**src/rtl/phyretrain_sb_arbiter_pkg.sv**
```systemverilog
// Shared PHYRETRAIN sideband definitions: message codes, retrain encodings,
// arbiter states and grant ids, plus the round-robin tie-break helper.
package ltsm_sb_pkg;

    localparam logic [3:0] MSG_START_REQ  = 4'd1;
    localparam logic [3:0] MSG_START_RESP = 4'd2;

    localparam logic [2:0] ENC_TXSELFCAL = 3'b001;
    localparam logic [2:0] ENC_SPEEDIDLE = 3'b010;
    localparam logic [2:0] ENC_REPAIR    = 3'b100;

    typedef enum logic [1:0] {
        ST_IDLE      = 2'd0,
        ST_ISSUE     = 2'd1,
        ST_WAIT_BUSY = 2'd2,
        ST_COOLDOWN  = 2'd3
    } arb_state_e;

    typedef enum logic {
        GRANT_TX = 1'b0,
        GRANT_RX = 1'b1
    } grant_e;

    // On a tie the requester that was not granted last wins.
    function automatic grant_e pick_winner(input logic tx_req, input logic rx_req,
                                           input grant_e last);
        if (tx_req && rx_req) begin
            return (last == GRANT_TX) ? GRANT_RX : GRANT_TX;
        end else if (tx_req) begin
            return GRANT_TX;
        end
        return GRANT_RX;
    endfunction

endpackage

```
**src/rtl/phyretrain_sb_arbiter_if.sv**
```systemverilog
// Request/SB-encoder bundle between the PHYRETRAIN TX/RX FSMs and the arbiter.
interface phyretrain_sb_arbiter_if #(
    parameter int unsigned SB_MSG_WIDTH = 4
);
    logic                    i_enable;
    logic                    i_tx_valid;
    logic [SB_MSG_WIDTH-1:0] i_tx_msg;
    logic [2:0]              i_tx_encoding;
    logic                    i_rx_valid;
    logic [SB_MSG_WIDTH-1:0] i_rx_msg;
    logic                    i_sb_busy;
    logic [SB_MSG_WIDTH-1:0] o_sb_msg;
    logic [2:0]              o_sb_encoding;
    logic                    o_sb_valid;
    logic                    o_release_tx;
    logic                    o_release_rx;
    logic                    o_timeout;

    modport slave (
        input  i_enable, i_tx_valid, i_tx_msg, i_tx_encoding,
        input  i_rx_valid, i_rx_msg, i_sb_busy,
        output o_sb_msg, o_sb_encoding, o_sb_valid,
        output o_release_tx, o_release_rx, o_timeout
    );

    modport master (
        output i_enable, i_tx_valid, i_tx_msg, i_tx_encoding,
        output i_rx_valid, i_rx_msg, i_sb_busy,
        input  o_sb_msg, o_sb_encoding, o_sb_valid,
        input  o_release_tx, o_release_rx, o_timeout
    );

endinterface

```
**src/rtl/phyretrain_sb_arbiter_sb_busy_edge_detector.sv**
```systemverilog
// Registers SB busy and flags its rising and falling edges.
module sb_busy_edge_detector (
    input  logic clk,
    input  logic rst_n,
    input  logic busy,
    output logic busy_fall,
    output logic busy_rise
);

    logic busy_q;

    always_ff @(posedge clk or negedge rst_n) begin
        if (!rst_n) begin
            busy_q <= 1'b0;
        end else begin
            busy_q <= busy;
        end
    end

    assign busy_fall = busy_q & ~busy;
    assign busy_rise = ~busy_q & busy;

endmodule

```
**src/rtl/phyretrain_sb_arbiter.sv**
```systemverilog
// Arbitrates the single SB transmit port between the PHYRETRAIN TX and RX FSMs,
// with round-robin ties, release pulses on SB completion and a transfer timeout.
module phyretrain_sb_arbiter #(
    parameter int unsigned SB_MSG_WIDTH   = 4,
    parameter int unsigned TIMEOUT_CYCLES = 1023
) (
    input  logic                    i_clk,
    input  logic                    i_rst_n,
    phyretrain_sb_arbiter_if.slave  sb
);
    import ltsm_sb_pkg::*;

    localparam int unsigned CNT_W = (TIMEOUT_CYCLES > 0) ? $clog2(TIMEOUT_CYCLES + 1) : 1;
    localparam logic [CNT_W-1:0] CNT_MAX = CNT_W'(TIMEOUT_CYCLES);
    localparam bit TIMEOUT_EN = (TIMEOUT_CYCLES != 0);

    arb_state_e              state_q, state_d;
    grant_e                  last_grant_q, last_grant_d;
    grant_e                  winner;
    logic [CNT_W-1:0]        cnt_q, cnt_d, cnt_inc;
    logic [SB_MSG_WIDTH-1:0] msg_q, msg_d;
    logic [2:0]              enc_q, enc_d;
    logic                    valid_q, valid_d;
    logic                    rel_tx_q, rel_tx_d;
    logic                    rel_rx_q, rel_rx_d;
    logic                    timeout_q, timeout_d;
    logic                    busy_fall, busy_rise;
    logic                    any_req, timeout_hit;

    sb_busy_edge_detector u_busy_edge (
        .clk       (i_clk),
        .rst_n     (i_rst_n),
        .busy      (sb.i_sb_busy),
        .busy_fall (busy_fall),
        .busy_rise (busy_rise)
    );

    assign any_req     = sb.i_tx_valid | sb.i_rx_valid;
    assign winner      = pick_winner(sb.i_tx_valid, sb.i_rx_valid, last_grant_q);
    assign cnt_inc     = (cnt_q == CNT_MAX) ? cnt_q : cnt_q + CNT_W'(1);
    assign timeout_hit = TIMEOUT_EN && (cnt_inc == CNT_MAX);

    always_comb begin
        state_d      = state_q;
        last_grant_d = last_grant_q;
        cnt_d        = cnt_q;
        msg_d        = msg_q;
        enc_d        = enc_q;
        valid_d      = valid_q;
        rel_tx_d     = 1'b0;
        rel_rx_d     = 1'b0;
        timeout_d    = 1'b0;

        if (!sb.i_enable) begin
            state_d = ST_IDLE;
            valid_d = 1'b0;
            cnt_d   = '0;
        end else begin
            case (state_q)
                ST_IDLE: begin
                    if (!sb.i_sb_busy && any_req) begin
                        state_d      = ST_ISSUE;
                        last_grant_d = winner;
                        cnt_d        = '0;
                        valid_d      = 1'b1;
                        if (winner == GRANT_TX) begin
                            msg_d = sb.i_tx_msg;
                            enc_d = sb.i_tx_encoding;
                        end else begin
                            msg_d = sb.i_rx_msg;
                            enc_d = '0;
                        end
                    end
                end
                ST_ISSUE: begin
                    cnt_d = cnt_inc;
                    // busy was low on the grant edge and on every ISSUE edge since,
                    // so a rise here is exactly "busy is now high".
                    if (timeout_hit) begin
                        state_d   = ST_COOLDOWN;
                        valid_d   = 1'b0;
                        timeout_d = 1'b1;
                        rel_tx_d  = (last_grant_q == GRANT_TX);
                        rel_rx_d  = (last_grant_q == GRANT_RX);
                    end else if (busy_rise) begin
                        state_d = ST_WAIT_BUSY;
                        valid_d = 1'b0;
                    end
                end
                ST_WAIT_BUSY: begin
                    cnt_d = cnt_inc;
                    if (busy_fall || timeout_hit) begin
                        state_d   = ST_COOLDOWN;
                        valid_d   = 1'b0;
                        timeout_d = ~busy_fall;
                        rel_tx_d  = (last_grant_q == GRANT_TX);
                        rel_rx_d  = (last_grant_q == GRANT_RX);
                    end
                end
                ST_COOLDOWN: begin
                    state_d = ST_IDLE;
                end
                default: begin
                    state_d = ST_IDLE;
                    valid_d = 1'b0;
                end
            endcase
        end
    end

    always_ff @(posedge i_clk or negedge i_rst_n) begin
        if (!i_rst_n) begin
            state_q      <= ST_IDLE;
            last_grant_q <= GRANT_RX;
            cnt_q        <= '0;
            msg_q        <= '0;
            enc_q        <= '0;
            valid_q      <= 1'b0;
            rel_tx_q     <= 1'b0;
            rel_rx_q     <= 1'b0;
            timeout_q    <= 1'b0;
        end else begin
            state_q      <= state_d;
            last_grant_q <= last_grant_d;
            cnt_q        <= cnt_d;
            msg_q        <= msg_d;
            enc_q        <= enc_d;
            valid_q      <= valid_d;
            rel_tx_q     <= rel_tx_d;
            rel_rx_q     <= rel_rx_d;
            timeout_q    <= timeout_d;
        end
    end

    assign sb.o_sb_msg      = msg_q;
    assign sb.o_sb_encoding = enc_q;
    assign sb.o_sb_valid    = valid_q;
    assign sb.o_release_tx  = rel_tx_q;
    assign sb.o_release_rx  = rel_rx_q;
    assign sb.o_timeout     = timeout_q;

endmodule

```
**src/flat_wrapper.sv**
```systemverilog
// flat-port wrapper written by rule: the top's interface ports become plain ports
module phyretrain_sb_arbiter_flat import ltsm_sb_pkg::*;
#(
    parameter int unsigned SB_MSG_WIDTH   = 4,
    parameter int unsigned TIMEOUT_CYCLES = 1023
)
  (i_clk, i_rst_n, sb_i_enable, sb_i_tx_valid, sb_i_tx_msg, sb_i_tx_encoding, sb_i_rx_valid, sb_i_rx_msg, sb_i_sb_busy, sb_o_sb_msg, sb_o_sb_encoding, sb_o_sb_valid, sb_o_release_tx, sb_o_release_rx, sb_o_timeout);
  phyretrain_sb_arbiter_if #(.SB_MSG_WIDTH(SB_MSG_WIDTH)) sb_i ();
  input  logic i_clk;
  input  logic i_rst_n;
  input wire logic [$bits(sb_i.i_enable)-1:0] sb_i_enable;
  input wire logic [$bits(sb_i.i_tx_valid)-1:0] sb_i_tx_valid;
  input wire logic [$bits(sb_i.i_tx_msg)-1:0] sb_i_tx_msg;
  input wire logic [$bits(sb_i.i_tx_encoding)-1:0] sb_i_tx_encoding;
  input wire logic [$bits(sb_i.i_rx_valid)-1:0] sb_i_rx_valid;
  input wire logic [$bits(sb_i.i_rx_msg)-1:0] sb_i_rx_msg;
  input wire logic [$bits(sb_i.i_sb_busy)-1:0] sb_i_sb_busy;
  output wire logic [$bits(sb_i.o_sb_msg)-1:0] sb_o_sb_msg;
  output wire logic [$bits(sb_i.o_sb_encoding)-1:0] sb_o_sb_encoding;
  output wire logic [$bits(sb_i.o_sb_valid)-1:0] sb_o_sb_valid;
  output wire logic [$bits(sb_i.o_release_tx)-1:0] sb_o_release_tx;
  output wire logic [$bits(sb_i.o_release_rx)-1:0] sb_o_release_rx;
  output wire logic [$bits(sb_i.o_timeout)-1:0] sb_o_timeout;
  assign sb_i.i_enable = sb_i_enable;
  assign sb_i.i_tx_valid = sb_i_tx_valid;
  assign sb_i.i_tx_msg = sb_i_tx_msg;
  assign sb_i.i_tx_encoding = sb_i_tx_encoding;
  assign sb_i.i_rx_valid = sb_i_rx_valid;
  assign sb_i.i_rx_msg = sb_i_rx_msg;
  assign sb_i.i_sb_busy = sb_i_sb_busy;
  assign sb_o_sb_msg = sb_i.o_sb_msg;
  assign sb_o_sb_encoding = sb_i.o_sb_encoding;
  assign sb_o_sb_valid = sb_i.o_sb_valid;
  assign sb_o_release_tx = sb_i.o_release_tx;
  assign sb_o_release_rx = sb_i.o_release_rx;
  assign sb_o_timeout = sb_i.o_timeout;
  phyretrain_sb_arbiter #(.SB_MSG_WIDTH(SB_MSG_WIDTH), .TIMEOUT_CYCLES(TIMEOUT_CYCLES)) u_core (.i_clk(i_clk), .i_rst_n(i_rst_n), .sb(sb_i));
endmodule
```
**config.mk**
```make
export PLATFORM = sky130hd
export DESIGN_NAME = phyretrain_sb_arbiter_flat
export DESIGN_NICKNAME = d
export VERILOG_FILES = /design/src/rtl/phyretrain_sb_arbiter_pkg.sv /design/src/rtl/phyretrain_sb_arbiter_if.sv /design/src/rtl/phyretrain_sb_arbiter_sb_busy_edge_detector.sv /design/src/rtl/phyretrain_sb_arbiter.sv /design/src/flat_wrapper.sv
export SDC_FILE = /design/constraint.sdc
export NUM_CORES = 1
export LEC_CHECK = 0
export ABC_AREA = 1
export CORE_MARGIN = 3
export CORE_UTILIZATION = 50
export CTS_BUF_LIST = sky130_fd_sc_hd__clkbuf_8
export CTS_CLUSTER_DIAMETER = 50
export DETAILED_ROUTE_END_ITERATION = 12
export MAX_ROUTING_LAYER = met4
export PLACE_DENSITY_LB_ADDON = 0.1
export SLEW_MARGIN = 20
export SYNTH_ARGS = -nofsm -noshare
export SYNTH_HDL_FRONTEND = slang
export SYNTH_SLANG_ARGS = --single-unit
```
**constraint.sdc**
```tcl
create_clock -name i_clk -period 3.7 [get_ports i_clk]
set_input_delay 0.555 -clock i_clk [delete_from_list [all_inputs] [get_ports i_clk]]
set_output_delay 0.555 -clock i_clk [all_outputs]
set_load 0.05 [all_outputs]
```
==> flow_summary_export.csv <==
group,metric,value,unit
status,status,"finished, final reports clean",
power,p_int,0.583,mW
clocking,ctsHoldBuffers,0,
final_layout,mostFrequentLayoutCells,"42 x nand2_1, 29 x inv_1, 26 x clkdlybuf4s50_1",
logic_synthesis,seq_area_frac_synth,0.434,
sta,slew_headroom,0.556,
detailed_routing,finalWirelength,3.27,mm
final_layout,fillCellCount,224,
logic_synthesis,syn_area,1450,um^2
global_route,antenna_found_initial,0,
floorplanning,dieArea,3570,um^2
logic_synthesis,synth.distinct_cells,23,
power,netSwitchingFraction,0.444,
critical_path,timing.rr.start,"u_core.cnt_q[1]$_DFFE_PN0P_",
detailed_routing,dr.pass1.iters,4,
power,seqPwrFrac,0.362,
critical_path,path_class,"in -> reg",
power,p_switching,0.466,mW
critical_path,cp_max_fo,9,
floorplanning,die_h,59.8,um
sta,post-route-period-util,0.558,
clocking,cts_tree,"built",
global_route,grt_pass1_vias,1379,
logic_synthesis,synth_warnings,0,
clocking,clockRootBuffer,"clkbuf_8",
final_layout,drive_gt1_frac,0.0864,
final_layout,fin_cells,250,
floorplanning,start_util,0.553,
final_layout,diodes,0,
logic_synthesis,synthCells,189,
critical_path,r2r_setup_slack,1.74,ns
place,portBuffers,27,
detailed_routing,drt_iter0_drc,97,
final_layout,nets,243,
clocking,cts_buffer_depth,2,
clocking,cts.htree.levels,1,
sta,setup_viol_count_final,0,
logic_synthesis,ys_seq_elements,25,
detailed_routing,wl_per_cell,13.1,um
sta,finalHoldViolCount,0,
power,power_density,584,nW/um^2
place,dpl.hpwl,2.59,mm
logic_synthesis,syn_nets,211,
sta,rsz0062_at_grt,"false",
floorplanning,core,2610,um^2
sta,max_freq,0.485,GHz
critical_path,crit_required,3.93,ns
detailed_routing,drc,0,
clocking,cts.sinks,25,
sta,min_period,2.06,ns
global_route,grt_start_max_net_pins,26,
global_route,grt_pass1_wl,5.80,mm
clocking,clock_latency,0.28,ns
min_path,hold_class,"in -> async",
clocking,cts-resized-gates,0,
sta,worstMarginPinSlew,0.666,ns
clocking,cts_setup_buffers,0,
sta,drv_slew,0,
power,ir_drop,0.468,mV
logic_synthesis,syn_avg_cell_area,7.65,um^2
final_layout,multiInputGateArea,702,um^2
clocking,path_clk_slew,0.10,ns
detailed_routing,num_vias,1320,
final_layout,final_common_cell,"nand2_1",
detailed_routing,antenna_left,0,
floorplanning,design.portCount,28,
critical_path,worst_setup_path_start_kind,"input port",
critical_path,rr_endpoint,"u_core.state_q[1]$_DFFE_PN0P_",
detailed_routing,viasPerCell,5.28,
critical_path,endpoint_kind,"flip-flop",
floorplanning,rows,18,
global_route,gr-total-overflow,0,
critical_path,reg2reg_depth,12,
power,power_frac_comb,0.470,
power,p_leak,0.838,nW
critical_path,cp.arrival,2.29,ns
job,maxCapViolCount,0,
place,place_congestion,0.902,
global_route,grtUsageTotal,0.222,
sta,setup_tns,0,ns
final_layout,area_delta_synth_final,24.4,%
floorplanning,die_w,59.8,um
power,clock_power_share,0.167,
sta,skew,0.0113,ns
place,placed_cells,246,
final_layout,regArea,627,um^2
clocking,numCtsBuffers,3,
-- critical path, cell delays in order --
cell and delay (ns):
clkdlybuf4s50_1 0.48, inv_1 0.04, a21oi_1 0.16, inv_1 0.05, nor2_1 0.22, clkinv_1 0.28, nor2_1 0.31, a22o_1 0.18
-- cells in the mapped netlist --
master | number | area, um^2
nor2_2 | 4 | 25.0
clkinv_1 | 2 | 7.51
nand4_1 | 4 | 25.0
a21oi_1 | 7 | 35.0
ha_1 | 5 | 62.6
o21bai_1 | 1 | 7.51
inv_1 | 29 | 109
nor2_4 | 1 | 11.3
o22ai_1 | 4 | 25.0
nand2_4 | 1 | 11.3
nand2_1 | 42 | 158
a22o_1 | 3 | 26.3
o21ai_1 | 1 | 5.00
nand2_2 | 3 | 18.8
o21ai_2 | 2 | 17.5
xor2_1 | 2 | 17.5
dfrtp_1 | 24 | 601
nand3_1 | 16 | 80.1
o21ai_0 | 17 | 85.1
nand3_2 | 2 | 20.0
nor2_1 | 17 | 63.8
a211oi_1 | 1 | 7.51
dfstp_2 | 1 | 26.3
-- cells by family after synthesis --
group | count (synthesis) | synth area share
AO/OA/AOI/OAI | 36 | 0.145
buffers and inverters | 31 | 0.0805
AND/OR/NAND/NOR | 90 | 0.286
flip-flops | 25 | 0.434
adder cells (fa/ha/maj) | 5 | 0.0433
XOR/XNOR | 2 | 0.0121
-- per-layer routing --
metal,global-route usage,vias to the layer above,wire [um]
li1,-,678,-
met4,0.0918,0,45
met3,0.0259,5,120
met2,0.373,30,1650
met5,-,-,0
met1,0.269,607,1460
-- registers in the layout (all words and copies together) (netlist names) --
signal                     flops
u_core.sb.o_release_rx         1
u_core.sb.o_release_tx         1
u_core.sb.o_sb_valid           1
u_core.state_q                 2
u_core.sb.o_sb_encoding        3
u_core.sb.o_sb_msg             4
u_core.sb.o_timeout            1
u_core.u_busy_edge.busy_q      1
u_core.cnt_q                  10
u_core.last_grant_q            1
-- worst max-delay path by stage --
stage	from	endpoint	slack [ns]	cells past startpoint
2_1_floorplan	u_core.cnt_q[1]$_DFFE_PN0P_	u_core.state_q[1]$_DFFE_PN0P_	2.05	14
3_5_place_dp	sb_i_rx_valid	u_core.sb.o_sb_encoding[2]$_DFFE_PN0P_	1.31	8
6_report	sb_i_rx_valid	u_core.sb.o_sb_encoding[2]$_DFFE_PN0P_	1.64	8
3_3_place_gp	sb_i_tx_valid	u_core.sb.o_sb_encoding[0]$_DFFE_PN0P_	1.41	8
5_1_grt	sb_i_rx_valid	u_core.sb.o_sb_encoding[2]$_DFFE_PN0P_	1.40	8
4_1_cts	sb_i_rx_valid	u_core.sb.o_sb_encoding[1]$_DFFE_PN0P_	1.62	8
-- final cells by class --
cell class                 count  area share
clock inverter                 1     0.00487
multi-input combinational    133       0.390
inverter                      31      0.0647
clock buffer                   3      0.0230
sequential                    25       0.349
tap                           30      0.0209
timing repair buffer          27       0.148
-- power by group through the flow --
| stage | logic, mW | registers, mW | clock network [mW] |
|---|---|---|---|
| global placement | 0.484 | 0.383 | 0 |
| floorplan | 0.187 | 0.525 | 0 |
| global route | 0.537 | 0.390 | 0.186 |
| detailed placement | 0.494 | 0.382 | 0 |
| CTS | 0.497 | 0.380 | 0.178 |
| finish | 0.493 | 0.380 | 0.176 |
-- through the flow --
step | instance area, um^2 | hold slack [ns] | setup slack [ns] | util | total power [mW]
2_1_floorplan | 1450 | 0.259 | 2.05 | - | 0.713
3_3_place_gp | 1750 | 0.457 | 1.41 | 0.671 | 0.867
3_5_place_dp | 1750 | 0.467 | 1.31 | 0.671 | 0.876
4_1_cts | 1800 | 0.489 | 1.62 | 0.690 | 1.05
5_1_grt | 1800 | 0.298 | 1.40 | 0.688 | 1.11
6_report | 1800 | 0.253 | 1.64 | 0.688 | 1.05
(Power assumes the default switching activity.)
